## src/rtl/alu_seq_if.sv

```systemverilog
// alu_seq_if: request/response bundle for the sequential ALU.
//   master: drives start/op/a/b, observes results, flags, busy and done.
//   slave : the ALU itself.
interface alu_seq_if #(
  parameter int unsigned WIDTH = 8
) ();
  logic             start;
  logic [2:0]       op;
  logic [WIDTH-1:0] a;
  logic [WIDTH-1:0] b;
  logic [WIDTH-1:0] result;
  logic [WIDTH-1:0] result_hi;
  logic             carry;
  logic             zero;
  logic             ovf;
  logic             dbz;
  logic             busy;
  logic             done;

  modport master (
    output start, op, a, b,
    input  result, result_hi, carry, zero, ovf, dbz, busy, done
  );

  modport slave (
    input  start, op, a, b,
    output result, result_hi, carry, zero, ovf, dbz, busy, done
  );
endinterface

```

## src/rtl/alu_seq.sv

```systemverilog
// alu_seq: multi-cycle ALU with start/busy/done handshake.
//   clk, rst_n : rising-edge clock, asynchronous active-low reset.
//   bus.start/op/a/b       : request, sampled when busy=0.
//   bus.result/result_hi   : low result / product high word or remainder.
//   bus.carry/zero/ovf/dbz : status flags, registered with the result.
//   bus.busy               : iterative mul/div in progress.
//   bus.done               : one-cycle pulse when outputs are updated.
// Single-cycle ops complete on the sampling edge; mul/div iterate one bit
// per edge for WIDTH edges.
module alu_seq #(
  parameter int unsigned WIDTH = 8
) (
  input logic      clk,
  input logic      rst_n,
  alu_seq_if.slave bus
);

  localparam int unsigned CW = $clog2(WIDTH + 1);

  typedef enum logic {IDLE, CALC} state_e;
  typedef enum logic [2:0] {
    OP_ADD = 3'b000, OP_SUB = 3'b001, OP_MUL = 3'b010, OP_DIV = 3'b011,
    OP_SHR = 3'b100, OP_AND = 3'b101, OP_OR  = 3'b110, OP_XOR = 3'b111
  } op_e;

  state_e           state_q, state_d;
  logic [CW-1:0]    cnt_q, cnt_d;
  logic             is_div_q, is_div_d;
  // hi/lo: {accumulator, multiplier} for mul, {remainder, dividend} for div.
  logic [WIDTH-1:0] hi_q, hi_d, lo_q, lo_d, opb_q, opb_d;
  logic [WIDTH-1:0] result_q, result_d, result_hi_q, result_hi_d;
  logic             carry_q, carry_d, zero_q, zero_d, ovf_q, ovf_d;
  logic             dbz_q, dbz_d, done_q, done_d;

  logic [WIDTH:0]   add_r, sub_r, mul_sum, div_trial, div_rem;
  logic             div_ge;
  logic [WIDTH-1:0] step_hi, step_lo;

  always_comb begin
    add_r = {1'b0, bus.a} + {1'b0, bus.b};
    sub_r = {1'b0, bus.a} - {1'b0, bus.b};

    // Shift-add: add multiplicand into the upper half when the current
    // multiplier bit is set, then shift the whole {carry, hi, lo} right.
    mul_sum = {1'b0, hi_q} + (lo_q[0] ? {1'b0, opb_q} : '0);

    // Restoring divide: shift the next dividend bit into the remainder.
    div_trial = {hi_q, lo_q[WIDTH-1]};
    div_ge    = (div_trial >= {1'b0, opb_q});
    div_rem   = div_ge ? (div_trial - {1'b0, opb_q}) : div_trial;

    if (is_div_q) begin
      step_hi = div_rem[WIDTH-1:0];
      step_lo = {lo_q[WIDTH-2:0], div_ge};
    end else begin
      step_hi = mul_sum[WIDTH:1];
      step_lo = {mul_sum[0], lo_q[WIDTH-1:1]};
    end
  end

  always_comb begin
    state_d     = state_q;
    cnt_d       = cnt_q;
    is_div_d    = is_div_q;
    hi_d        = hi_q;
    lo_d        = lo_q;
    opb_d       = opb_q;
    result_d    = result_q;
    result_hi_d = result_hi_q;
    carry_d     = carry_q;
    zero_d      = zero_q;
    ovf_d       = ovf_q;
    dbz_d       = dbz_q;
    done_d      = 1'b0;

    unique case (state_q)
      IDLE: begin
        if (bus.start) begin
          result_hi_d = '0;
          carry_d     = 1'b0;
          ovf_d       = 1'b0;
          dbz_d       = 1'b0;
          done_d      = 1'b1;
          unique case (op_e'(bus.op))
            OP_ADD: begin
              result_d = add_r[WIDTH-1:0];
              carry_d  = add_r[WIDTH];
              ovf_d    = (bus.a[WIDTH-1] == bus.b[WIDTH-1]) &&
                         (add_r[WIDTH-1] != bus.a[WIDTH-1]);
            end
            OP_SUB: begin
              result_d = sub_r[WIDTH-1:0];
              carry_d  = sub_r[WIDTH];
              ovf_d    = (bus.a[WIDTH-1] != bus.b[WIDTH-1]) &&
                         (sub_r[WIDTH-1] != bus.a[WIDTH-1]);
            end
            OP_SHR: begin
              result_d = bus.a >> 1;
              carry_d  = bus.a[0];
            end
            OP_AND: result_d = bus.a & bus.b;
            OP_OR:  result_d = bus.a | bus.b;
            OP_XOR: result_d = bus.a ^ bus.b;
            OP_MUL, OP_DIV: begin
              if (op_e'(bus.op) == OP_DIV && bus.b == '0) begin
                result_d    = '1;
                result_hi_d = bus.a;
                dbz_d       = 1'b1;
              end else begin
                // Iterative path: previous outputs stay untouched until done.
                result_hi_d = result_hi_q;
                carry_d     = carry_q;
                ovf_d       = ovf_q;
                dbz_d       = dbz_q;
                done_d      = 1'b0;
                is_div_d    = (op_e'(bus.op) == OP_DIV);
                hi_d        = '0;
                lo_d        = is_div_d ? bus.a : bus.b;
                opb_d       = is_div_d ? bus.b : bus.a;
                cnt_d       = CW'(WIDTH);
                state_d     = CALC;
              end
            end
            default: ;
          endcase
          if (done_d) zero_d = (result_d == '0);
        end
      end
      CALC: begin
        hi_d  = step_hi;
        lo_d  = step_lo;
        cnt_d = cnt_q - CW'(1);
        if (cnt_q == CW'(1)) begin
          result_d    = step_lo;
          result_hi_d = step_hi;
          carry_d     = !is_div_q && (step_hi != '0);
          zero_d      = (step_lo == '0);
          ovf_d       = 1'b0;
          dbz_d       = 1'b0;
          done_d      = 1'b1;
          state_d     = IDLE;
        end
      end
      default: state_d = IDLE;
    endcase
  end

  always_ff @(posedge clk or negedge rst_n) begin
    if (!rst_n) begin
      state_q     <= IDLE;
      cnt_q       <= '0;
      is_div_q    <= 1'b0;
      hi_q        <= '0;
      lo_q        <= '0;
      opb_q       <= '0;
      result_q    <= '0;
      result_hi_q <= '0;
      carry_q     <= 1'b0;
      zero_q      <= 1'b0;
      ovf_q       <= 1'b0;
      dbz_q       <= 1'b0;
      done_q      <= 1'b0;
    end else begin
      state_q     <= state_d;
      cnt_q       <= cnt_d;
      is_div_q    <= is_div_d;
      hi_q        <= hi_d;
      lo_q        <= lo_d;
      opb_q       <= opb_d;
      result_q    <= result_d;
      result_hi_q <= result_hi_d;
      carry_q     <= carry_d;
      zero_q      <= zero_d;
      ovf_q       <= ovf_d;
      dbz_q       <= dbz_d;
      done_q      <= done_d;
    end
  end

  assign bus.result    = result_q;
  assign bus.result_hi = result_hi_q;
  assign bus.carry     = carry_q;
  assign bus.zero      = zero_q;
  assign bus.ovf       = ovf_q;
  assign bus.dbz       = dbz_q;
  assign bus.busy      = (state_q == CALC);
  assign bus.done      = done_q;

endmodule

```

## src/flat_wrapper.sv

```systemverilog
// flat-port wrapper written by rule: the top's interface ports become plain ports
module alu_seq_flat 
#(
  parameter int unsigned WIDTH = 8
)
  (clk, rst_n, bus_start, bus_op, bus_a, bus_b, bus_result, bus_result_hi, bus_carry, bus_zero, bus_ovf, bus_dbz, bus_busy, bus_done);
  alu_seq_if #(.WIDTH(WIDTH)) bus_i ();
  input logic clk;
  input logic rst_n;
  input wire logic [$bits(bus_i.start)-1:0] bus_start;
  input wire logic [$bits(bus_i.op)-1:0] bus_op;
  input wire logic [$bits(bus_i.a)-1:0] bus_a;
  input wire logic [$bits(bus_i.b)-1:0] bus_b;
  output wire logic [$bits(bus_i.result)-1:0] bus_result;
  output wire logic [$bits(bus_i.result_hi)-1:0] bus_result_hi;
  output wire logic [$bits(bus_i.carry)-1:0] bus_carry;
  output wire logic [$bits(bus_i.zero)-1:0] bus_zero;
  output wire logic [$bits(bus_i.ovf)-1:0] bus_ovf;
  output wire logic [$bits(bus_i.dbz)-1:0] bus_dbz;
  output wire logic [$bits(bus_i.busy)-1:0] bus_busy;
  output wire logic [$bits(bus_i.done)-1:0] bus_done;
  assign bus_i.start = bus_start;
  assign bus_i.op = bus_op;
  assign bus_i.a = bus_a;
  assign bus_i.b = bus_b;
  assign bus_result = bus_i.result;
  assign bus_result_hi = bus_i.result_hi;
  assign bus_carry = bus_i.carry;
  assign bus_zero = bus_i.zero;
  assign bus_ovf = bus_i.ovf;
  assign bus_dbz = bus_i.dbz;
  assign bus_busy = bus_i.busy;
  assign bus_done = bus_i.done;
  alu_seq #(.WIDTH(WIDTH)) u_core (.clk(clk), .rst_n(rst_n), .bus(bus_i));
endmodule
```

## config.mk

```make
export PLATFORM = sky130hd
export DESIGN_NAME = alu_seq_flat
export DESIGN_NICKNAME = d
export VERILOG_FILES = /design/src/rtl/alu_seq_if.sv /design/src/rtl/alu_seq.sv /design/src/flat_wrapper.sv
export SDC_FILE = /design/constraint.sdc
export NUM_CORES = 1
export LEC_CHECK = 0
export CAP_MARGIN = 15
export CORE_MARGIN = 5
export CORE_UTILIZATION = 40
export CTS_BUF_LIST = sky130_fd_sc_hd__clkbuf_8
export DETAILED_ROUTE_END_ITERATION = 6
export PLACE_DENSITY_LB_ADDON = 0.1
export SKIP_CTS_REPAIR_TIMING = 1
export SYNTH_ARGS = -nofsm -noshare
export SYNTH_HDL_FRONTEND = slang
export SYNTH_SLANG_ARGS = --single-unit
```

## constraint.sdc

```tcl
create_clock -name clk -period 3 [get_ports clk]
set_input_delay 0.9 -clock clk [delete_from_list [all_inputs] [get_ports clk]]
set_output_delay 0.9 -clock clk [all_outputs]
set_load 0.01 [all_outputs]
```

==> flow_summary.ini <==
[status]
status = finished clean

[sta]
hold_violations = 0
whs_ps = 497
setup_viol = 0
timing.final.ws_setup_ps = 61.3
finalClockSkew_ps = 19.0
fin_tns_setup_ps = 0
period_share_pct = 98.0
period_minus_slack_ps = 2940
maxSlewViolCount = 0
tightestPinTransition_ps = 765
max_freq_mhz = 340
max_slew_margin_pct = 48.3

[power_and_ir_drop]
p_sw_mw = 2.96
p_seq_share_pct = 22.5
swShare_pct = 47.8
leakage_nw = 3.09
p_int_mw = 3.23
clock_power_share_pct = 7.3
p_comb_share_pct = 70.2
ir_worst_vdd_v = 0.000370
p_per_area_nw_per_um2 = 932
finalPower_mw = 6.18

[clocking]
clockRootBuffer = clkbuf_8
clock_latency_ps = 330
cts_max_level = 2
cts.path.max_buffers = 2
path_clk_slew_ps = 110
cts_made_buffers = 5
cts_tree = built
clock_sinks = 51

[logic_synthesis]
synthCells = 607
synth_top_area_cell = dfrtp_1
synth-main-ff-cell = dfrtp_1
synthDistinctLibCells = 69
synth_edf_count = 0
synth_area_leaders = dfrtp_1 (26%), ha_1 (11%), a21oi_1 (4.8%)
synth_nets = 675
synth_seq_cells = 51
ys_seq_area_share_pct = 25.9
synth.avg_cell_area_um2 = 8.13
yosys_warnings = 0
synth_top_area_share_pct = 25.9
syn_area_um2 = 4930
async_reset_ff_share_pct = 100

[global_routing]
grt_max_degree = 52
grt_pass1_wl_um = 27100
antenna_found_initial = 0
grt_usage_pct = 23.4
grt_pass1_vias = 5223
grt.overflow.total = 0

[worst_setup_path]
cp-end-kind = register
crit_buf_inv = 2
path_max_fanout = 9
critPathKind = in2reg
slowest_stage = clkdlybuf4s50_1
cp_slowest_stage_delay_ps = 470
startpoint_type = input port
required_ps = 3220
cp_top_family = compound AO/OA/AOI/OAI gates
cp_cell_sequence = clkdlybuf4s50_1 > inv_1 > ha_4 > a21o_1 > a31oi_2 > o21ai_0 > a211oi_1 > o211ai_1 > and4b_1 > a21oi_2
critPathArrivalTime_ps = 3160

[layout]
fillers = 1166
diodes = 0
fin_util_pct = 55.0
drive_gt1_share_pct = 25.4
synthToLayoutAreaGrowth_pct = 34.6
layout_commonest_cell = buf_4
layout_common_cells = buf_4 (118), nor2_1 (56), nand2_1 (54), dfrtp_1 (51), a21oi_1 (45)
nets = 814

[placed_design]
port_buffers = 43
dp_slack_ps = -588
dp_hpwl_um = 13600
gp_congestion = 0.932

[routing]
wirelength_um = 16900
wl_per_cell_um = 18.5
antenna_left = 0
drtIter0Drc = 383
firstDrtPassIters = 5
vias = 5092
route.detailed.drc = 0
vias_per_cell = 5.57

[floorplanning]
die_width_um = 121
rows = 40
initial_utilization_pct = 40.9
die_h_um = 121
num_io_pins = 44
core_um2 = 12100
die_area_um2 = 14700

[worst_hold_path]
hold_path_class = reg2reg

[run]
drv_cap = 0
[flip-flops by register name, summed over array words and instances, names as in the netlist, 4 cells and up]
name / count
u_core.lo_q: 8
u_core.opb_q: 8
u_core.bus.result_hi: 8
u_core.cnt_q: 4
u_core.hi_q: 8
u_core.bus.result: 8
[power groups by stage]
stage / combinational [mW] / clock, mW / sequential [mW]
2_1_floorplan: 2.75 / 0 / 1.33
3_3_place_gp: 4.13 / 0 / 1.38
3_5_place_dp: 4.20 / 0 / 1.40
4_1_cts: 4.23 / 0.451 / 1.38
5_1_grt: 4.78 / 0.477 / 1.43
6_report: 4.34 / 0.452 / 1.39
[Yosys cell counts (12+ instances only)]
master,n
and2_1,13
ha_1,42
nand3_1,14
nor2_1,57
mux2_2,12
buf_2,12
inv_1,45
o21ai_0,35
nand2_1,54
a21oi_1,47
clkbuf_1,19
mux2i_1,13
dfrtp_1,51
nand2b_1,13
o211ai_1,14
[final cells by class]
class                   count  area, um^2  share of cell area, %
clock buffers               5        68.8                   1.04
clock inverters             3        26.3                  0.396
inverters                  46         173                   2.60
multi-input cells         477        3490                   52.6
flip-flops and latches     51        1280                   19.2
well taps                 168         210                   3.17
repair buffers            165        1390                   21.0
[path summary, 6_finish.rpt]
path	start	to	slack [ps]	depth (start not counted)
max	bus_b[3]	u_core.bus.carry$_DFFE_PN0P_	60	10
min	u_core.bus.result_hi[6]$_DFFE_PN0P_	u_core.bus.result_hi[6]$_DFFE_PN0P_	500	1
max reg2reg	u_core.opb_q[6]$_DFFE_PN0P_	u_core.bus.carry$_DFFE_PN0P_	180	9
min reg2reg	u_core.bus.result_hi[6]$_DFFE_PN0P_	u_core.bus.result_hi[6]$_DFFE_PN0P_	500	1
max in group asynchronous	rst_n	u_core.bus.result[3]$_DFFE_PN0P_	1850	2
min in group asynchronous	rst_n	u_core.hi_q[5]$_DFFE_PN0P_	690	2
[cell families after synthesis]
group | after synthesis | share of synthesized area, %
AOI/OAI and AO/OA | 198 | 27.2
DFF | 51 | 25.9
and+or+nand+nor | 191 | 18.8
xor gates and xnor gates | 14 | 2.49
buffers and inverters | 79 | 6.62
muxes | 28 | 6.75
adders and majority gates | 46 | 12.3
[per-stage QoR]
| step | instance area, um^2 | std cells |
|---|---|---|
| floorplan | 4930 | 607 |
| global placement | 6350 | 906 |
| detailed placement | 6350 | 906 |
| CTS | 6440 | 914 |
| global route | 6640 | 915 |
| finish | 6640 | 915 |
[per-layer routing]
metal / share of wire, % / wire [um] / up-vias / track usage, %
met1: 45 / 7630 / 2441 / 31.3
met2: 46 / 7760 / 150 / 37.8
li1: - / - / 2457 / -
met3: 5.5 / 932 / 44 / 3.64
met5: 0 / 0 / - / 0
met4: 3.7 / 629 / 0 / 9.07
No activity file was read; power rests on OpenSTA's default activity.
